===== src/rtl/rr_arbiter_hextobin.sv =====
// 16-way round-robin arbiter, hold limited to MAX_HOLD cycles; grant is registered, one cycle after req is sampled.
// No backpressure: a holder keeps the grant only while it requests, en is high and its hold budget lasts.
module rr_arbiter_hextobin #(
    parameter int MAX_HOLD = 4
) (
    input  logic        clk,
    input  logic        rst,
    input  logic        en,
    input  logic [15:0] req,
    output logic [15:0] grant,
    output logic [3:0]  grant_id,
    output logic        grant_valid
);

    typedef enum logic {IDLE, GRANT} state_t;

    localparam logic [3:0] MAX_HOLD_C = 4'(MAX_HOLD);

    state_t      state_q, state_d;
    logic [15:0] grant_q, grant_d;
    logic [3:0]  ptr_q, ptr_d;
    logic [3:0]  cnt_q, cnt_d;

    logic [3:0]  cur_id;
    logic [3:0]  next_ptr;
    logic [15:0] pick_cur;
    logic [15:0] pick_next;

    // First set bit of r at or above p, wrapping 15 -> 0; returns one-hot or zero.
    function automatic logic [15:0] rr_pick(input logic [15:0] r, input logic [3:0] p);
        logic [15:0] g;
        logic        found;
        logic [3:0]  idx;
        g     = '0;
        found = 1'b0;
        for (int i = 0; i < 16; i++) begin
            idx = p + 4'(i);
            if (!found && r[idx]) begin
                g[idx] = 1'b1;
                found  = 1'b1;
            end
        end
        return g;
    endfunction

    function automatic logic [3:0] onehot_to_bin(input logic [15:0] g);
        logic [3:0] id;
        id = '0;
        for (int i = 0; i < 16; i++) begin
            if (g[i]) id = id | 4'(i);
        end
        return id;
    endfunction

    assign cur_id    = onehot_to_bin(grant_q);
    assign next_ptr  = cur_id + 4'd1;
    assign pick_cur  = rr_pick(req, ptr_q);
    assign pick_next = rr_pick(req, next_ptr);

    always_comb begin
        state_d = state_q;
        grant_d = grant_q;
        ptr_d   = ptr_q;
        cnt_d   = cnt_q;
        case (state_q)
            IDLE: begin
                grant_d = '0;
                cnt_d   = '0;
                if (en && (|req)) begin
                    state_d = GRANT;
                    grant_d = pick_cur;
                    cnt_d   = 4'd1;
                end
            end
            GRANT: begin
                if (!en) begin
                    state_d = IDLE;
                    grant_d = '0;
                    cnt_d   = '0;
                    ptr_d   = next_ptr;
                end else if (!req[cur_id] || (cnt_q >= MAX_HOLD_C)) begin
                    // Release and re-arbitrate from the advanced pointer in the same edge.
                    ptr_d = next_ptr;
                    if (|req) begin
                        grant_d = pick_next;
                        cnt_d   = 4'd1;
                    end else begin
                        state_d = IDLE;
                        grant_d = '0;
                        cnt_d   = '0;
                    end
                end else begin
                    cnt_d = cnt_q + 4'd1;
                end
            end
            default: begin
                state_d = IDLE;
                grant_d = '0;
                cnt_d   = '0;
            end
        endcase
    end

    always_ff @(posedge clk or posedge rst) begin
        if (rst) begin
            state_q <= IDLE;
            grant_q <= '0;
            ptr_q   <= '0;
            cnt_q   <= '0;
        end else begin
            state_q <= state_d;
            grant_q <= grant_d;
            ptr_q   <= ptr_d;
            cnt_q   <= cnt_d;
        end
    end

    assign grant       = grant_q;
    assign grant_id    = cur_id;
    assign grant_valid = |grant_q;

endmodule


===== config.mk =====
export PLATFORM = sky130hd
export DESIGN_NAME = rr_arbiter_hextobin
export DESIGN_NICKNAME = d
export VERILOG_FILES = /design/src/rtl/rr_arbiter_hextobin.sv
export SDC_FILE = /design/constraint.sdc
export NUM_CORES = 1
export LEC_CHECK = 0
export ABC_AREA = 1
export BUFFER_PORTS_ARGS = -buffer_cell sky130_fd_sc_hd__buf_2
export CELL_PAD_IN_SITES_DETAIL_PLACEMENT = 0
export CELL_PAD_IN_SITES_GLOBAL_PLACEMENT = 1
export CORE_MARGIN = 3
export CORE_UTILIZATION = 42
export DETAILED_ROUTE_END_ITERATION = 6
export MAX_ROUTING_LAYER = met4
export PLACE_DENSITY_LB_ADDON = 0.2
export SYNTH_ARGS = -nofsm -noshare
export SYNTH_HDL_FRONTEND = slang
export SYNTH_SLANG_ARGS = --single-unit

===== constraint.sdc =====
create_clock -name clk -period 5.4 [get_ports clk]
set_input_delay 1.08 -clock clk [delete_from_list [all_inputs] [get_ports clk]]
set_output_delay 1.08 -clock clk [all_outputs]
set_load 0.01 [all_outputs]

==> results.cfg <==
[finish]
multi_input_area_um2 = 8362
final_cell_mix = 483 x nor2_1, 440 x nand2_1, 373 x nand3_1, 218 x inv_1, 171 x nand4_1
n_antenna_cell = 0
final_common_cell = nor2_1
area_delta_synth_final_pct = 5.798
n_fill_cell = 2798
drive_gt1_share_pct = 10.22
nets = 2098
regArea_um2 = 625.6

[clock_tree]
post-cts-setup-buffer-count = 0
cts.path.max_buffers = 2
ctsHoldBuffers = 0
clock-sinks = 25
clk_latency_ps = 280
cts_tree = done
cts.htree.levels = 1
cts_made_buffers = 3
cts-resized-gates = 0
clk_transition_reported_paths_ps = 70
cts-root-buf = clkbuf_16

[global_routing]
grt_use_met3_pct = 9.003
grt.total_usage_pct = 37.46
grt.met1_usage_pct = 51.38
grt_max_degree = 38
grt_pass1_vias = 12910
antenna_found_initial = 0
overflow = 0
grtUsageMet2_pct = 54.32
grt_pass1_wl_um = 75740
top_usage_layer = met2

[setup_path]
path_common_cell = nand2_1
r2r_start = grant[10]$_DFFE_PP0P_
crit_required_ps = 5560
worst-path-max-fanout = 17
crit_slowest_cell = nand2_1
max_stage_delay_ps = 480
critPathKind = flip-flop to flip-flop
reg2reg_slack_ps = 440
worstSetupEndpointType = flip-flop
r2r-end = grant[10]$_DFFE_PP0P_
ff2ff_path_depth = 26
worst_setup_path_start_kind = flip-flop
cp_data_arrival_time_ps = 5120

[synth]
synth_seq_area_share_pct = 6.039
synth_area_um2 = 10360
synth_cell_type_count = 48
syn_area_per_cell_um2 = 5.043
yosysWarnings = 0
yosysTopAreaCellShare_pct = 18.02
syn_nets = 2105
syn_inst = 2054
yosys_most_used_dff = dfrtp_1
synth_top_area_cell = nand3_1
ys_seq_elements = 25
synth_edf_count = 0
ys_async_sr_fraction_pct = 100.0
yosys-top-cells-area = nand3_1 18%, nor2_1 18%, nand2_1 16%

[floorplan]
core_um2 = 23820
rows = 56
initial_core_util_pct = 43.48
die_y_um = 163.0
pin_count = 40
dieArea_um2 = 26580
die_w_um = 163.0

[place]
port_buffers = 39
gp_congestion = 1.058
pre_cts_ws_ps = 704.4
hpwl_um = 39320

[sta]
setup_ws_ps = 440.6
hold_slack_ps = 569.1
setup_violations = 0
maxClockFrequency_mhz = 201.6
slew_headroom_pct = 17.31
finalClockSkew_ps = 3.967
rsz0062_at_grt = false
tns_ps = 0
worst_pin_slew_ps = 1238
final.period_utilization_pct = 91.84
min_period_ps = 4959
hold_violations = 0
maxSlewViolCount = 0

[min_path]
hold_path_class = flip-flop to flip-flop
min_delay_path_depth = 2
min_from = grant[10]$_DFFE_PP0P_
holdPathEnd = grant[10]$_DFFE_PP0P_

[drt]
via_per_inst = 6.079
drt_iter0_markers = 2286
ant_nets = 0
remaining_drc_errors = 0
wl_per_cell_um = 21.07
first_pass_iters = 6
drt-total-wl_um = 49830
vias = 14380

[job]
drv_cap = 0

[outcome]
status = completed
-- cell families (layout without fill, tap and decap cells) --
group	after synthesis	count (layout)	synth area share, %
xor+xnor	8	8	0.9664
buf+inv	343	335	13.49
fa+ha+maj	32	32	3.865
flops	25	25	6.039
compound gates	93	93	5.460
other cells	1	1	0.03620
mux	5	5	0.4832
simple gates	1547	1547	69.66
-- cells in the mapped netlist, types with 5 or more instances --
cell	n
dfrtp_1	25
nor2_8	5
a21oi_1	23
nand3_1	373
nand2_1	440
nand2_2	14
o21ai_1	11
nand4_1	171
nor2_4	9
a21oi_2	11
clkinv_1	8
o21ai_0	29
inv_1	218
clkbuf_1	60
o21ai_2	5
buf_2	25
mux2i_1	5
nor2_1	484
buf_6	7
nand2_4	13
buf_1	5
nor2_2	15
buf_4	6
nand3_2	7
inv_2	12
ha_1	32
-- per-layer routing --
| metal | routed length [µm] | part of all wire, % | vias up |
|---|---|---|---|
| met5 | 0 | 0 | - |
| met4 | 1819 | 3.7 | 0 |
| met3 | 6334 | 13 | 128 |
| met2 | 20720 | 42 | 974 |
| met1 | 20960 | 42 | 6549 |
| li1 | - | - | 6726 |
-- layout make-up --
type / count / area share, %
inverters: 240 / 8.254
clock inverters: 1 / 0.06850
repair buffers: 91 / 5.343
flip-flops and latches: 25 / 5.708
well taps: 319 / 3.642
clock buffers: 3 / 0.6850
multi-input cells: 1686 / 76.30
-- critical path: cells and delay by family (launching register included) --
family	cells	cell delay, ps
adder cells (fa/ha/maj)	1	370
buffers and inverters	4	860
AND/OR/NAND/NOR	19	3000
AO/OA/AOI/OAI	2	200
flip-flops	1	400
-- flip-flops by register name, summed over array words and instances (netlist names) --
register and count:
cnt_q 4, grant 16, ptr_q 4, state_q 1
-- per-stage QoR --
| stage | instance area, µm² | util (%) | cells |
|---|---|---|---|
| global placement | 10880 | 45.66 | 2361 |
| finish | 10960 | 46.00 | 2365 |
| global route | 10960 | 46.00 | 2365 |
| floorplan | 10360 | - | 2054 |
| detailed placement | 10880 | 45.66 | 2361 |
| CTS | 10960 | 46.00 | 2365 |
-- worst max path at each step --
stage | start | endpoint | slack, ps | depth (start not counted)
6_report | grant[10]$_DFFE_PP0P_ | grant[10]$_DFFE_PP0P_ | 440 | 26
5_1_grt | grant[10]$_DFFE_PP0P_ | grant[10]$_DFFE_PP0P_ | 210 | 26
4_1_cts | grant[10]$_DFFE_PP0P_ | grant[10]$_DFFE_PP0P_ | 680 | 26
3_5_place_dp | grant[10]$_DFFE_PP0P_ | grant[10]$_DFFE_PP0P_ | 700 | 26
3_3_place_gp | grant[10]$_DFFE_PP0P_ | grant[13]$_DFFE_PP0P_ | 670 | 26
2_1_floorplan | grant[14]$_DFFE_PP0P_ | grant[1]$_DFFE_PP0P_ | 1080 | 27
Power is left out: the tool's default activity adds up to more than one toggle a clock period on the data nets, which glitch-free logic cannot reach.
